<file path="config.mk">
export PLATFORM = sky130hd
export DESIGN_NAME = dual_pipe_stall_ctrl_flat
export DESIGN_NICKNAME = d
export VERILOG_FILES = /design/src/rtl/dual_pipe_stall_ctrl_if.sv /design/src/rtl/dual_pipe_stall_ctrl.sv /design/src/flat_wrapper.sv
export SDC_FILE = /design/constraint.sdc
export NUM_CORES = 1
export LEC_CHECK = 0
export CAP_MARGIN = 20
export CORE_ASPECT_RATIO = 0.5
export CORE_MARGIN = 5
export CORE_UTILIZATION = 50
export CTS_CLUSTER_SIZE = 24
export DETAILED_ROUTE_END_ITERATION = 16
export PLACE_DENSITY = 0.76
export RECOVER_POWER = 25
export SYNTH_ARGS = -nofsm -noshare
export SYNTH_HDL_FRONTEND = slang
export SYNTH_SLANG_ARGS = --single-unit
export TNS_END_PERCENT = 100
</file>
<file path="constraint.sdc">
create_clock -name clk -period 3.7 [get_ports clk]
set_input_delay 0.925 -clock clk [delete_from_list [all_inputs] [get_ports clk]]
set_output_delay 0.925 -clock clk [all_outputs]
set_load 0.1 [all_outputs]
</file>
<file path="src/rtl/dual_pipe_stall_ctrl_if.sv">
// Handshake bundle shared by the dual-stream producer, the two pipeline tails,
// the shared consumer port and the central stall/flush controller.
interface dual_pipe_stall_ctrl_if #(
  parameter int CW = 4
);
  logic [1:0]    in_valid;
  logic [1:0]    out_valid;
  logic          out_ready;
  logic          hold;
  logic [1:0]    flush_req;
  logic          stall_1;
  logic          stall_2;
  logic [1:0]    grant;
  logic          flush_1;
  logic          flush_2;
  logic [CW-1:0] occ_1;
  logic [CW-1:0] occ_2;
  logic          busy;

  // Environment side: producer, pipeline tails and consumer.
  modport master (
    output in_valid, out_valid, out_ready, hold, flush_req,
    input  stall_1, stall_2, grant, flush_1, flush_2, occ_1, occ_2, busy
  );

  // Controller side.
  modport slave (
    input  in_valid, out_valid, out_ready, hold, flush_req,
    output stall_1, stall_2, grant, flush_1, flush_2, occ_1, occ_2, busy
  );
endinterface

</file>
<file path="src/rtl/dual_pipe_stall_ctrl.sv">
// Central stall/flush controller for two globally-stalled pipelines: per-pipe
// credit tracking, round-robin merge onto one consumer port, flush/drain sequencing.
module dual_pipe_stall_ctrl #(
  parameter int CREDITS = 8,
  parameter int DEPTH   = 4,
  parameter int CW      = 4
) (
  input logic                   clk,
  input logic                   reset,
  dual_pipe_stall_ctrl_if.slave bus
);

  localparam int DCW = (DEPTH > 1) ? $clog2(DEPTH) : 1;

  typedef enum logic [1:0] {
    ST_IDLE  = 2'd0,
    ST_FLUSH = 2'd1,
    ST_DRAIN = 2'd2
  } state_e;

  state_e         state_q [2];
  state_e         state_d [2];
  logic [CW-1:0]  occ_q   [2];
  logic [CW-1:0]  occ_d   [2];
  logic [DCW-1:0] drain_q [2];
  logic [DCW-1:0] drain_d [2];
  logic [1:0]     flush_q;
  logic [1:0]     flush_d;
  logic           rr_q;     // 0: pipe1 wins a tie, 1: pipe2 wins a tie
  logic           rr_d;

  logic [1:0]     eligible;
  logic [1:0]     grant;
  logic [1:0]     stall;

  // Arbitration: a pipe in FLUSH/DRAIN is invisible to the consumer, whatever
  // its tail claims. Grants are suppressed during reset so nothing is consumed.
  always_comb begin
    // NOTE: every always_comb output gets a default first so no path can
    // leave it unassigned and infer a latch.
    grant    = 2'b00;
    rr_d     = rr_q;
    eligible = 2'b00;
    for (int i = 0; i < 2; i++) begin
      eligible[i] = bus.out_valid[i] && (state_q[i] == ST_IDLE);
    end
    if (bus.out_ready && !reset) begin
      unique case (eligible)
        2'b01:   grant = 2'b01;
        2'b10:   grant = 2'b10;
        2'b11:   grant = rr_q ? 2'b10 : 2'b01;
        default: grant = 2'b00;
      endcase
      if (grant[0]) begin
        rr_d = 1'b1;
      end else if (grant[1]) begin
        rr_d = 1'b0;
      end
    end
  end

  // Stall is purely combinational so the producer sees it in the same cycle.
  // The credit term includes this cycle's in_valid: an item accepted now is
  // already counted when deciding whether the next one may come.
  always_comb begin
    stall = 2'b00;
    for (int i = 0; i < 2; i++) begin
      stall[i] = reset
               | bus.hold
               | (state_q[i] != ST_IDLE)
               | bus.flush_req[i]
               | (({1'b0, occ_q[i]} + (CW+1)'(bus.in_valid[i])) >= (CW+1)'(CREDITS));
    end
  end

  // Per-pipe flush/drain sequencing and occupancy.
  always_comb begin
    for (int i = 0; i < 2; i++) begin
      state_d[i] = state_q[i];
      occ_d[i]   = occ_q[i];
      drain_d[i] = drain_q[i];

      unique case (state_q[i])
        ST_IDLE: begin
          if (bus.flush_req[i]) begin
            // The item offered alongside the flush request is dropped.
            state_d[i] = ST_FLUSH;
            occ_d[i]   = occ_q[i] - CW'(grant[i]);
          end else begin
            occ_d[i]   = occ_q[i] + CW'(bus.in_valid[i]) - CW'(grant[i]);
          end
        end
        ST_FLUSH: begin
          state_d[i] = ST_DRAIN;
          occ_d[i]   = '0;
          drain_d[i] = DCW'(DEPTH - 1);
        end
        ST_DRAIN: begin
          if (drain_q[i] == '0) begin
            state_d[i] = ST_IDLE;
          end else begin
            drain_d[i] = drain_q[i] - 1'b1;
          end
        end
        default: begin
          state_d[i] = ST_IDLE;
          occ_d[i]   = '0;
        end
      endcase

      // A fresh request while flushing or draining starts the sequence over.
      if ((state_q[i] != ST_IDLE) && bus.flush_req[i]) begin
        state_d[i] = ST_FLUSH;
      end

      flush_d[i] = (state_d[i] == ST_FLUSH);
    end
  end

  always_ff @(posedge clk or posedge reset) begin
    if (reset) begin
      for (int i = 0; i < 2; i++) begin
        state_q[i] <= ST_IDLE;
        occ_q[i]   <= '0;
        drain_q[i] <= '0;
      end
      flush_q <= 2'b00;
      rr_q    <= 1'b0;
    end else begin
      // NOTE: state flops use non-blocking assignments so every flop samples
      // the pre-edge values regardless of statement order.
      for (int i = 0; i < 2; i++) begin
        state_q[i] <= state_d[i];
        occ_q[i]   <= occ_d[i];
        drain_q[i] <= drain_d[i];
      end
      flush_q <= flush_d;
      rr_q    <= rr_d;
    end
  end

  assign bus.stall_1 = stall[0];
  assign bus.stall_2 = stall[1];
  assign bus.grant   = grant;
  assign bus.flush_1 = flush_q[0];
  assign bus.flush_2 = flush_q[1];
  assign bus.occ_1   = occ_q[0];
  assign bus.occ_2   = occ_q[1];
  assign bus.busy    = (|occ_q[0]) | (|occ_q[1])
                     | (state_q[0] != ST_IDLE) | (state_q[1] != ST_IDLE);

endmodule
</file>
<file path="src/flat_wrapper.sv">
// flat-port wrapper written by rule: the top's interface ports become plain ports
module dual_pipe_stall_ctrl_flat 
#(
  parameter int CREDITS = 8,
  parameter int DEPTH   = 4,
  parameter int CW      = 4
)
  (clk, reset, bus_in_valid, bus_out_valid, bus_out_ready, bus_hold, bus_flush_req, bus_stall_1, bus_stall_2, bus_grant, bus_flush_1, bus_flush_2, bus_occ_1, bus_occ_2, bus_busy);
  dual_pipe_stall_ctrl_if #(.CW(CW)) bus_i ();
  input logic clk;
  input logic reset;
  input wire logic [$bits(bus_i.in_valid)-1:0] bus_in_valid;
  input wire logic [$bits(bus_i.out_valid)-1:0] bus_out_valid;
  input wire logic [$bits(bus_i.out_ready)-1:0] bus_out_ready;
  input wire logic [$bits(bus_i.hold)-1:0] bus_hold;
  input wire logic [$bits(bus_i.flush_req)-1:0] bus_flush_req;
  output wire logic [$bits(bus_i.stall_1)-1:0] bus_stall_1;
  output wire logic [$bits(bus_i.stall_2)-1:0] bus_stall_2;
  output wire logic [$bits(bus_i.grant)-1:0] bus_grant;
  output wire logic [$bits(bus_i.flush_1)-1:0] bus_flush_1;
  output wire logic [$bits(bus_i.flush_2)-1:0] bus_flush_2;
  output wire logic [$bits(bus_i.occ_1)-1:0] bus_occ_1;
  output wire logic [$bits(bus_i.occ_2)-1:0] bus_occ_2;
  output wire logic [$bits(bus_i.busy)-1:0] bus_busy;
  assign bus_i.in_valid = bus_in_valid;
  assign bus_i.out_valid = bus_out_valid;
  assign bus_i.out_ready = bus_out_ready;
  assign bus_i.hold = bus_hold;
  assign bus_i.flush_req = bus_flush_req;
  assign bus_stall_1 = bus_i.stall_1;
  assign bus_stall_2 = bus_i.stall_2;
  assign bus_grant = bus_i.grant;
  assign bus_flush_1 = bus_i.flush_1;
  assign bus_flush_2 = bus_i.flush_2;
  assign bus_occ_1 = bus_i.occ_1;
  assign bus_occ_2 = bus_i.occ_2;
  assign bus_busy = bus_i.busy;
  dual_pipe_stall_ctrl #(.CREDITS(CREDITS), .DEPTH(DEPTH), .CW(CW)) u_core (.clk(clk), .reset(reset), .bus(bus_i));
endmodule
</file>
==> impl_results.md, run 1 <==
* Placed cell count at 215
* Crit Path Max Fanout at 4
* Multiplexer share of the synthesized area at 1.76%
* CTS Sinks at 19
* Average wire per standard cell at 14.2 µm
* Hold Path End: u_core.drain_q[1]
* Drt total wl at 3100 µm
* Post-synthesis adder-cell area fraction at 21.1%
* GR Overflow Total at 0
* Die height at 48.6 µm
* PwrDens at 398 mW/mm²
* Post-placement cell area at 0.00175 mm²
* Compound-cell area share of the yosys netlist at 18.3%
* RR Startpoint: u_core.state_q[3]
* Clock power share at 20.3%
* Tot GR Track Use at 16.1%
* Clk_lat worst skew at 0.26 ns
* H-tree Lvls at 1
* CTS max path bufs at 2
* Comb pwr share at 43.1%
* Cells after synthesis at 161
* Post-Synth XOR/XNOR Area at 4.69%
* 1st-iter DRT viols at 20
* Gpl congestion at 0.863
* Final TNS setup at 0 ns
* Row count at 14
* Fin. max-slew vios at 0
* Area Growth Syn to Fin at 19.9%
* Detail Route Antenna Nets at 0
* Fmax at 0.302 GHz
* Worst R2R Setup Slack at 0.94 ns
* Tmin final at 3.31 ns
* CP Capture Type: output port
* Vias in the first global route at 1204
* Relative slew slack at 34.6%
* Final #Nets at 214
* Diode count at 0
* First-pass GRT wire length at 5450 µm
* Hold Vio Cnt, Final at 0
* Power Internal at 0.000408 W
* Final setup vio count at 0
* Avg Synthesized Cell Area at 9.27 µm²
* # port buffers at 24
* Initial antenna violation count at 0
* Cts hold-fix bufs at 0
* Worst Setup SP: reset
* Startpoint Class: input pin
* Share of cells above drive strength 1 at 13.4%
* Detailed placement HPWL at 2490 µm
* Psw at 0.000305 W
* Root buffer cell: clkbuf_8
* Max Cap Viol at 0
* Area of the die at 0.00424 mm²
* Cts bufs inserted at 3
* Vias at 1175
* RSZ-0062 raised after global routing: false
* Setup Fix Bufs, Post-CTS at 0
* Reg-to-reg endpoint: u_core.bus.occ_2[2]
* Top Ports at 25
* Max IR drop VDD at 0.000290 V
* Crit Path Class: input pin to output port
* DRT Pass-1 Iters at 4
* Worst-path clk slew at 0.07 ns
* CTS tree: built
* Sequential Power Share at 36.6%
* Post-cts gate resize count at 0
* Register area share after synthesis at 31.9%
* Switching part of the total power at 42.8%
* Hold path cells at 1
* Starting Density at 51.0%
* Crit path max-delay cell type: dlygate4sd3_1
* Worst hold start: u_core.drain_q[1]
* Die span in x at 87.3 µm
* Yosys reg bits at 19
* CP Buf/Inv Count at 2
* Data required, critical path at 2.77 ns
* FF-to-FF path depth at 8
* Final instance area at 0.00179 mm²
* Fin worst setup slack at 0.386 ns
* Core Region at 0.00293 mm²
* Fin cells at 219
* Status: complete, no violations
* Critical Path, Cell by Cell: dlygate4sd3_1 > nor2b_1 > nand3_1 > a21oi_2 > buf_12
* Warnings, synthesis at 0
* DP Worst Slack at 0.175 ns
* Largest family of logic cells by synthesized area: adder cells
* Family with the most delay on the worst path: buffers and inverters
* DRC at 0
* Largest net degree at the start of global routing at 20
* Yosys cell types at 39
* Syn Nets at 195
* Slowest cell delay on critical path at 0.59 ns
* Least-Margin Pin Slew at 0.979 ns
* Arrival time of the worst setup path at 2.39 ns
* Mapped Area at 0.00149 mm²
* Setup Skew at 0.000569 ns
* Crit share post-route at 89.6%
* Hold Crit Class: flip-flop to flip-flop
* Via/cell ratio at 5.37
* Cell leakage power at 0.830 nW
* Synth Area in Simple Gates at 13.2%
==> per-stage QoR <==
| step | total power, W | utilization [%] | hold slack, ns |
|---|---|---|---|
| final | 0.000713 | 61.2 | 0.494 |
| after global routing | 0.000753 | 61.2 | 0.527 |
| after CTS | 0.000718 | 61.3 | 0.494 |
| after detailed placement | 0.000573 | 59.8 | 0.477 |
| after global placement | 0.000567 | 59.8 | 0.475 |
| after floorplan | 0.000501 | - | 0.460 |
==> cell usage after synthesis <==
cell       count  share of area, %
buf_6          3               2.3
dfrtp_1       19                32
a21oi_1       10               3.4
or3_1          1              0.42
mux2_4         1               1.0
clkbuf_1       8               2.0
nor2b_1        4               1.7
a21oi_2        1              0.59
nand4_1        3               1.3
nor2_1         9               2.3
a221oi_1       2               1.2
o2111ai_1      2               1.2
a22oi_1        2               1.0
xnor2_1        6               3.5
nor3b_1        1              0.50
nor2_2         1              0.42
o21ai_1        1              0.33
fa_1           2               2.7
o211ai_1       2               1.0
or4b_4         1              0.92
nand2_2        1              0.42
ha_1          22                18
nand2_1        5               1.3
a32o_1         1              0.67
a31oi_1        2              0.84
and4b_1        1              0.67
mux2_2         1              0.75
nand3_1        4               1.3
a211oi_1       4               2.0
and3_1         1              0.42
nor4b_1        1              0.59
xor2_1         2               1.2
nand2b_1       1              0.42
o21bai_1       2               1.0
inv_1         18               4.5
inv_2          1              0.25
o22a_1         3               1.8
o21ai_0       10               3.4
nor3_1         2              0.67
==> flip-flops by register name, summed over array words and instances (netlist names) <==
name and flops:
u_core.state_q 4, u_core.drain_q 4, u_core.rr_q 1, u_core.bus.occ_1 4
u_core.flush_q 2, u_core.bus.occ_2 4
==> kinds of logic after synthesis <==
kind of cell | after synthesis
DFF | 19
and+or+nand+nor | 36
buffers and inverters | 30
adders and majority gates | 24
AOI/OAI and AO/OA | 42
muxes | 2
xor gates and xnor gates | 8
==> cell type report <==
class	count	area (µm²)
timing repair buffer	25	262
clock buffer	4	45.0
multi-input combinational	112	886
fill	244	1140
inverter	19	71.3
tap	40	50.0
sequential	19	475
==> worst max path at each step <==
stage                     endpoint  slack (ns)  cells past startpoint
6_report              bus_grant[0]        0.39                      5
5_1_grt        u_core.bus.occ_1[3]        0.26                     11
4_1_cts        u_core.bus.occ_2[2]        0.41                      9
3_5_place_dp   u_core.bus.occ_2[2]        0.18                      9
3_3_place_gp   u_core.bus.occ_2[1]        0.24                      9
2_1_floorplan  u_core.bus.occ_2[1]        0.02                      9
==> placed cells by master, fill, tap and decap left out, types with 3 or more instances in the layout <==
cell type,synthesis,routed
nand2_1,5,5
clkdlybuf4s50_1,0,8
nor2b_1,4,4
inv_1,18,18
nand3_1,4,4
xnor2_1,6,6
nor2_1,9,9
a21oi_1,10,9
a211oi_1,4,4
dlygate4sd3_1,0,3
o21ai_0,10,10
clkbuf_8,0,3
ha_1,22,22
buf_4,0,9
dfrtp_1,19,19
nand4_1,3,3
buf_12,0,4
o22a_1,3,3
==> layer usage <==
layer | vias to the layer above | wire [µm] | track usage (%)
li1 | 594 | - | -
met1 | 566 | 1420 | 19.8
met2 | 11 | 1570 | 27.4
met3 | 4 | 77 | 4.58
met4 | 0 | 42 | 4.34
met5 | - | 0 | 0
==> power groups by stage <==
stage               logic (W)  registers [W]  clock network [W]
floorplan            0.000154       0.000347                  0
global placement     0.000302       0.000265                  0
detailed placement   0.000308       0.000265                  0
CTS                  0.000310       0.000261           0.000148
global route         0.000330       0.000266           0.000158
finish               0.000307       0.000261           0.000145
No activity file was read; power rests on OpenSTA's default activity.
==> run 2: changes to the inputs <==
==> constraint.sdc (replaced) <==
create_clock -name clk -period 3.2 [get_ports clk]
set_input_delay 0.8 -clock clk [delete_from_list [all_inputs] [get_ports clk]]
set_output_delay 0.8 -clock clk [all_outputs]
set_load 0.1 [all_outputs]
==> run 2 against run 1 <==
Effect of this change: first-iteration DRC count is 75% higher; global-route usage grew 0.92 points; final area up 2.1%; via count grew 3.1%; clock power is 21% higher; critical path depth unchanged; hold slack lost 0.0036 ns.
==> impl_results.md, run 2 (synthesis gave the netlist of run 1 again) <==
* Status: complete, no violations
* # port buffers at 24 (unchanged)
* Die height at 48.6 µm (unchanged)
* Power Internal at 0.000473 W (+16%)
* Detailed placement HPWL at 2600 µm (+4.4%)
* Slowest cell delay on critical path at 0.48 ns (-0.11 ns)
* PwrDens at 460 mW/mm² (+15%)
* Via/cell ratio at 5.41 (+0.76%)
* Clock power share at 20.9% (+0.6 points)
* Initial antenna violation count at 0 (unchanged)
* DRC at 0 (unchanged)
* Vias in the first global route at 1183 (-1.7%)
* Drt total wl at 3280 µm (+5.6%)
* Final TNS setup at 0 ns (unchanged)
* Comb pwr share at 43.2% (about the same)
* Hold path cells at 1 (unchanged)
* Largest net degree at the start of global routing at 20 (unchanged)
* Area Growth Syn to Fin at 22.4%
* Worst hold start: u_core.drain_q[1]
* Worst hold slack at 0.490 ns (-0.00364 ns)
* Max Cap Viol at 0 (unchanged)
* Detail Route Antenna Nets at 0 (unchanged)
* Fmax at 0.325 GHz
* Crit share post-route at 96.2%
* Post-placement cell area at 0.00179 mm² (+2.3%)
* Fin. max-slew vios at 0 (unchanged)
* Crit Path Max Fanout at 3 (-1)
* Setup Skew at 0.00301 ns (+0.00244 ns)
* Cell leakage power at 0.858 nW (+3.4%)
* Tot GR Track Use at 17.0% (+0.92 points)
* Total chip power at 0.000840 W (+18%)
* Clk_lat worst skew at 0.26 ns (about the same)
* Critical Path, Cell by Cell: clkdlybuf4s50_1 > or4b_4 > and3_1 > buf_4 > buf_12
* First-pass GRT wire length at 5730 µm (+5.1%)
* GR Overflow Total at 0 (unchanged)
* Share of cells above drive strength 1 at 16.8% (+3.4 points)
* Cts bufs inserted at 3 (unchanged)
* Hold Path End: u_core.drain_q[1]
* Hold Crit Class: flip-flop to flip-flop
* Sequential Power Share at 35.9% (-0.7 points)
* Cts hold-fix bufs at 0 (unchanged)
* Vias at 1211 (+3.1%)
* Diode count at 0 (unchanged)
* Post-cts gate resize count at 0 (unchanged)
* RSZ-0062 raised after global routing: false
* Hold Vio Cnt, Final at 0 (unchanged)
* CTS tree: built
* Top Ports at 25 (unchanged)
* CP Capture Type: output port
* Most common cell after layout, fill and taps aside: ha_1
* CTS max path bufs at 2 (unchanged)
* Die span in x at 87.3 µm (unchanged)
* Worst R2R Setup Slack at 0.58 ns (-0.36 ns)
* Final instance area at 0.00183 mm² (+2.1%)
* Relative slew slack at 49.5% (+15 points)
* Starting Density at 51.0% (unchanged)
* 1st-iter DRT viols at 35 (+75%)
* Area of the die at 0.00424 mm² (unchanged)
* FF-to-FF path depth at 8 (unchanged)
* Setup Fix Bufs, Post-CTS at 0 (unchanged)
* Switching part of the total power at 43.6% (+0.89 points)
* Max IR drop VDD at 0.000219 V (-25%)
* Arrival time of the worst setup path at 2.28 ns (-0.11 ns)
* Tmin final at 3.08 ns
* Root buffer cell: clkbuf_8
* H-tree Lvls at 1 (unchanged)
* Fin worst setup slack at 0.122 ns (-0.264 ns)
* Gpl congestion at 0.861 (-0.25%)
* Final setup vio count at 0 (unchanged)
* Worst-path clk slew at 0.08 ns (about the same)
* DRT Pass-1 Iters at 4 (unchanged)
* CP Buf/Inv Count at 3 (+1)
* Most frequent cells in the layout: ha_1, dfrtp_1, inv_1, buf_4, o21ai_0
* Family with the most delay on the worst path: buffers and inverters
* DP Worst Slack at -0.112 ns (-0.287 ns)
* Crit path max-delay cell type: clkdlybuf4s50_1
* RR Startpoint: u_core.state_q[3]
* Average wire per standard cell at 14.6 µm (+3.3%)
* Psw at 0.000366 W (+20%)
* Crit Path Class: input pin to output port
* Core Region at 0.00293 mm² (unchanged)
* Reg-to-reg endpoint: u_core.bus.occ_2[1]
* Data required, critical path at 2.40 ns (-0.37 ns)
* Row count at 14 (unchanged)
* CTS Sinks at 19 (unchanged)
* Final #Nets at 219 (+2.3%)
* Startpoint Class: input pin
* Least-Margin Pin Slew at 0.757 ns (-0.222 ns)
-- run 2: worst max path at each step --
| stage | start | to | slack (ns) | cells after the start |
|---|---|---|---|---|
| after detailed placement | bus_out_valid[0] | u_core.bus.occ_2[1] | -0.11 | 9 |
| after global placement | bus_out_valid[0] | u_core.bus.occ_2[1] | -0.06 | 9 |
| after global routing | bus_out_valid[0] | u_core.bus.occ_2[3] | 0.02 | 10 |
| after CTS | bus_out_valid[0] | bus_grant[1] | 0.12 | 5 |
| final | bus_out_valid[0] | bus_grant[1] | 0.12 | 5 |
| after floorplan | u_core.bus.occ_2[0] | bus_stall_2 | 0.02 | 4 |
-- run 2: metrics by stage --
step | util (%) | std cells
after global routing | 62.4 | 224
after floorplan | - | 161
after detailed placement | 61.1 | 220
after CTS | 62.7 | 224
final | 62.4 | 224
after global placement | 61.1 | 220
-- run 2: routing by layer --
layer | track usage, % | part of all wire (%) | up-vias
met5 | 0 | 0 | -
met4 | 5.87 | 1.6 | 0
met3 | 4.07 | 2.2 | 7
met2 | 28.6 | 51 | 13
met1 | 21.2 | 45 | 587
li1 | - | - | 604
-- run 2: power by group through the flow --
stage	clock, W	combinational (W)	sequential, W
2_1_floorplan	0	0.000179	0.000403
3_3_place_gp	0	0.000355	0.000305
3_5_place_dp	0	0.000364	0.000307
4_1_cts	0.000178	0.000366	0.000302
5_1_grt	0.000190	0.000395	0.000309
6_report	0.000175	0.000363	0.000302
-- run 2: final cells by class --
| type | instances | area (µm²) |
|---|---|---|
| repair buffers | 30 | 290 |
| clock inverters | 1 | 5.00 |
| fillers | 260 | 1100 |
| clock buffers | 3 | 41.3 |
| flip-flops and latches | 19 | 475 |
| multi-input cells | 112 | 893 |
| inverters | 19 | 71.3 |
| well taps | 40 | 50.0 |
==> RTL change 1, RTL diff (flow settings as in run 2) <==
`CREDITS` is set to 8 in 2 places; all go to 4.
--- a/src/rtl/dual_pipe_stall_ctrl.sv
+++ b/src/rtl/dual_pipe_stall_ctrl.sv
@@ -3,3 +3,3 @@
 module dual_pipe_stall_ctrl #(
-  parameter int CREDITS = 8,
+  parameter int CREDITS = 4,
   parameter int DEPTH   = 4,
--- a/src/flat_wrapper.sv
+++ b/src/flat_wrapper.sv
@@ -3,3 +3,3 @@
 #(
-  parameter int CREDITS = 8,
+  parameter int CREDITS = 4,
   parameter int DEPTH   = 4,
Function: changed (a bounded check fails within 4 cycles, from zero or initial values and one cycle with reset high).
==> RTL change 1 against run 2 <==
Count of clock-buffer cells in the layout increased by 1. Sequential cell count unchanged. Cell count increased by 4.9%. Setup slack about the same. Cell area increased by 3.7%. Fmax about the same. Area after synthesis increased by 3.4%. Routed wire length increased by 0.88%. Critical path depth unchanged. Total power decreased by 1.9%. Largest cell class unchanged.
==> RTL change 1: results <==
{
  "outcome": "finished, final reports clean",
  "wirelength_um": 3310,
  "synth_area_leaders": "dfrtp_1 (31%), ha_1 (18%), inv_1 (4.6%)",
  "async_reset_ff_share_pct": 100,
  "relSlewSlack_pct": 22.7,
  "finClkSkew_ns": 0.00165,
  "nFillCells": 255,
  "met3_usage_pct": 3.54,
  "synthXorXnorAreaFrac_pct": 3.97,
  "clk_latency_ns": 0.26,
  "gp_congestion": 0.893,
  "cts_buffer_depth": 2,
  "diodes": 0,
  "r2r-start": "u_core.state_q[2]",
  "synthMuxAreaShare_pct": 1.62,
  "m1WireLength_um": 1440,
  "wl_met3_um": 107,
  "yosys.area_share.adder_pct": 20.4,
  "vias_per_cell": 5.54,
  "synth.distinct_cells": 43,
  "synth.net_count": 202,
  "use_met2_pct": 29.8,
  "grt_pass1_wl_um": 5680,
  "ys_seq_area_share_pct": 30.8,
  "p_leak_nw": 0.882,
  "rr_endpoint": "u_core.bus.occ_2[2]",
  "synth_compound_area_share_pct": 17.1,
  "yosys-top-cells-count": "ha_1 (22), dfrtp_1 (19), inv_1 (19)",
  "grtUsageTotal_pct": 16.8,
  "final_nets": 230,
  "post_cts_buffers": 0,
  "ir_worst_vdd_uv": 232,
  "switchingPower_mw": 0.349,
  "pwr-share-comb_pct": 42.6,
  "top_layer_used": "met4",
  "drive_gt1_share_pct": 16.9,
  "fin_hold_ws_ns": 0.498,
  "h-tree-depth": 1,
  "max_stage_delay_ns": 0.47,
  "grt_pass1_vias": 1265,
  "r2r_setup_slack_ns": 0.51,
  "r2r_cells": 8,
  "met2WireLength_um": 1730,
  "hpwl_um": 2670,
  "drt_iter0_drc": 24,
  "wire_per_inst_um": 14.1,
  "clkTransAtPathRegs_ns": 0.07,
  "gr-usage-met1_pct": 20.3,
  "syn_avg_cell_area_um2": 9.19
}
## RTL change 1: cell count changes in the layout (fill, tap and decap cells not counted), moves of 2 or more
cell | before | now
nor4_1 | 0 | 2
nand3b_1 | 0 | 2
nor2_1 | 9 | 12
buf_4 | 15 | 19
clkbuf_1 | 2 | 4
## RTL change 1: stage by stage
step	worst slack [ns]	power, mW	cell area [um2]
2_1_floorplan	-0.0232	0.573	1550
3_3_place_gp	-0.0556	0.649	1850
3_5_place_dp	-0.137	0.659	1850
4_1_cts	0.120	0.832	1890
5_1_grt	0.00533	0.876	1890
6_report	0.122	0.824	1890
## RTL change 1: layout make-up
cell class | count | area [um2] | share of cell area (%)
multi-input combinational | 118 | 927 | 48.9
tap | 40 | 50.0 | 2.64
inverter | 19 | 71.3 | 3.76
sequential | 19 | 477 | 25.2
timing repair buffer | 35 | 324 | 17.1
clock buffer | 4 | 45.0 | 2.38
==> RTL change 2, RTL diff (flow settings as in run 2) <==
Made on the original files. Make the reset (`reset`) synchronous in one clocked block.
--- a/src/rtl/dual_pipe_stall_ctrl.sv
+++ b/src/rtl/dual_pipe_stall_ctrl.sv
@@ -119,3 +119,3 @@
 
-  always_ff @(posedge clk or posedge reset) begin
+  always_ff @(posedge clk) begin
     if (reset) begin
Formal check against the unedited RTL: differs if reset is asserted again (counterexample within 4 cycles, from zero or initial values and one cycle with reset high); with reset held inactive, the same outputs for 10 cycles.
==> RTL change 2 against run 2 <==
Clock power fell by 2%. Non-clock buffer count up 8. Worst hold slack improved by 0.0067 ns. Sequential cell count unchanged. Total power down 5.5%. Setup slack worse by 0.037 ns. Routed wire length is 4.9% higher. Clock skew grew 0.0038 ns. Area after synthesis up 0.75%. Cell area up 6.2%. Count of clock-buffer cells in the layout increased by 1. Register-to-register slack got worse by 0.08 ns. Critical endpoint is now u_core.occ_q[0][7].
==> RTL change 2: results <==
{
  "outcome": "finished, final reports clean",
  "drive_gt1_share_pct": 21.5,
  "synth.distinct_cells": 40,
  "p_leak_nw": 0.840,
  "ys_seq_area_share_pct": 25.3,
  "fin_hold_ws_ns": 0.497,
  "antenna_found_initial": 0,
  "grt_pass1_vias": 1321,
  "grt_max_degree": 17,
  "ys.flop_type": "dfxtp_1",
  "yosys-top-cells-count": "ha_1 (22), dfxtp_1 (19), nor2_1 (18)",
  "wire_per_inst_um": 13.5,
  "max_stage_delay_ns": 0.48,
  "synth_area_leaders": "dfxtp_1 (25%), ha_1 (18%), nor2_1 (4.5%)",
  "synth_cells": 180,
  "cp-startpoint": "bus_out_valid[0]",
  "rr_endpoint": "u_core.occ_q[0][1]",
  "cpLargestDelayFamily": "simple AND/OR/NAND/NOR gates",
  "async_reset_ff_share_pct": 0,
  "r2r_setup_slack_ns": 0.50,
  "min_path_type": "register to register",
  "grtUsageTotal_pct": 17.4,
  "num_vias": 1381,
  "crit_fanout": 3,
  "grt_pass1_wl_um": 6040,
  "h-tree-depth": 1,
  "ir_worst_vdd_uv": 202,
  "root_buffer": "clkbuf_8",
  "drt_iter0_drc": 27,
  "hold_start": "u_core.drain_q[0][3]",
  "synth.net_count": 214,
  "r2r_cells": 7,
  "finClkSkew_ns": 0.00682,
  "relSlewSlack_pct": 62.5,
  "whs_endpoint": "u_core.drain_q[0][3]",
  "gp_congestion": 0.811,
  "wirelength_um": 3440,
  "crit_arrival_ns": 3.30,
  "hpwl_um": 2640,
  "critPathSlowestCell": "or3_2",
  "r2r-start": "u_core.state_q[0][2]",
  "dr.pass1.iters": 4,
  "worstHoldPathCells": 2
}
==> RTL change 2: cell count changes after synthesis, sizes merged, moves of 4 or more <==
cell / delta
a2111oi: +4
nand2: +5
clkbuf: -4
dfrtp: -19
o21ai: -6
nor2: +8
inv: -4
nor3: +10
mux2i: +4
dfxtp: +19
nor2b: +4
==> RTL change 2: logic make-up after synthesis <==
logic type / Yosys count / synth area share (%)
flip-flops: 19 / 25.3
AO/OA/AOI/OAI: 34 / 14.9
AND/OR/NAND/NOR: 67 / 24.0
buffers and inverters: 23 / 6.82
multiplexers: 5 / 3.41
XOR/XNOR: 8 / 4.66
adder cells (fa/ha/maj): 24 / 21.0
==> RTL change 2: routing by layer <==
layer / vias up / track usage [%] / share of wire, %
met3: 0 / 3.88 / 3.9
met5: - / 0 / 0
met4: 0 / 2.55 / 0
li1: 696 / - / -
met2: 24 / 29.1 / 50
met1: 661 / 23.3 / 46
==> RTL change 2: worst max-delay path by stage <==
stage | to | slack [ns] | cells after the start
after global placement | u_core.occ_q[0][7] | -0.1 | 9
after CTS | bus_stall_1 | 0.01 | 5
after detailed placement | u_core.occ_q[0][7] | -0.17 | 9
after floorplan | u_core.occ_q[0][2] | -0.03 | 10
after global routing | u_core.occ_q[0][1] | 0.002 | 8
final | u_core.occ_q[0][7] | 0.09 | 9
==> RTL change 2: stage by stage <==
step | instance area [um2] | TNS (ns) | worst slack, ns
3_3_place_gp | 1890 | -0.222 | -0.0953
3_5_place_dp | 1890 | -0.644 | -0.172
5_1_grt | 1940 | 0 | 0.00232
2_1_floorplan | 1520 | -0.0295 | -0.0295
4_1_cts | 1940 | 0 | 0.0113
6_report | 1940 | 0 | 0.0857
==> RTL change 2: what timing repair did <==
action | CTS | global route
buffers inserted | 0 | 0
setup endpoints to repair | 2 | 3
resized for setup | 3 | 3
pin swaps | 0 | 2
==> RTL change 2: area by class of cell <==
class                   instances  area, um2
clock buffers                   4       45.0
fillers                       253       1000
inverters                      15       56.3
multi-input cells             138       1050
flip-flops and latches         19        380
well taps                      40       50.0
repair buffers                 38        353
==> RTL change 2: power by group <==
part / switching (mW) / leakage (nW) / internal, mW / total (mW)
Clock: 0.0826 / 0.0228 / 0.0886 / 0.171
Sequential: 0.0276 / 0.157 / 0.255 / 0.283
Combinational: 0.218 / 0.660 / 0.122 / 0.339
==> RTL change 2: worst min-delay path, cell delays in order, from the launching register on <==
cell and delay, ns:
dfxtp_1 0.32, nor2_1 0.10, nor3_1 0.04
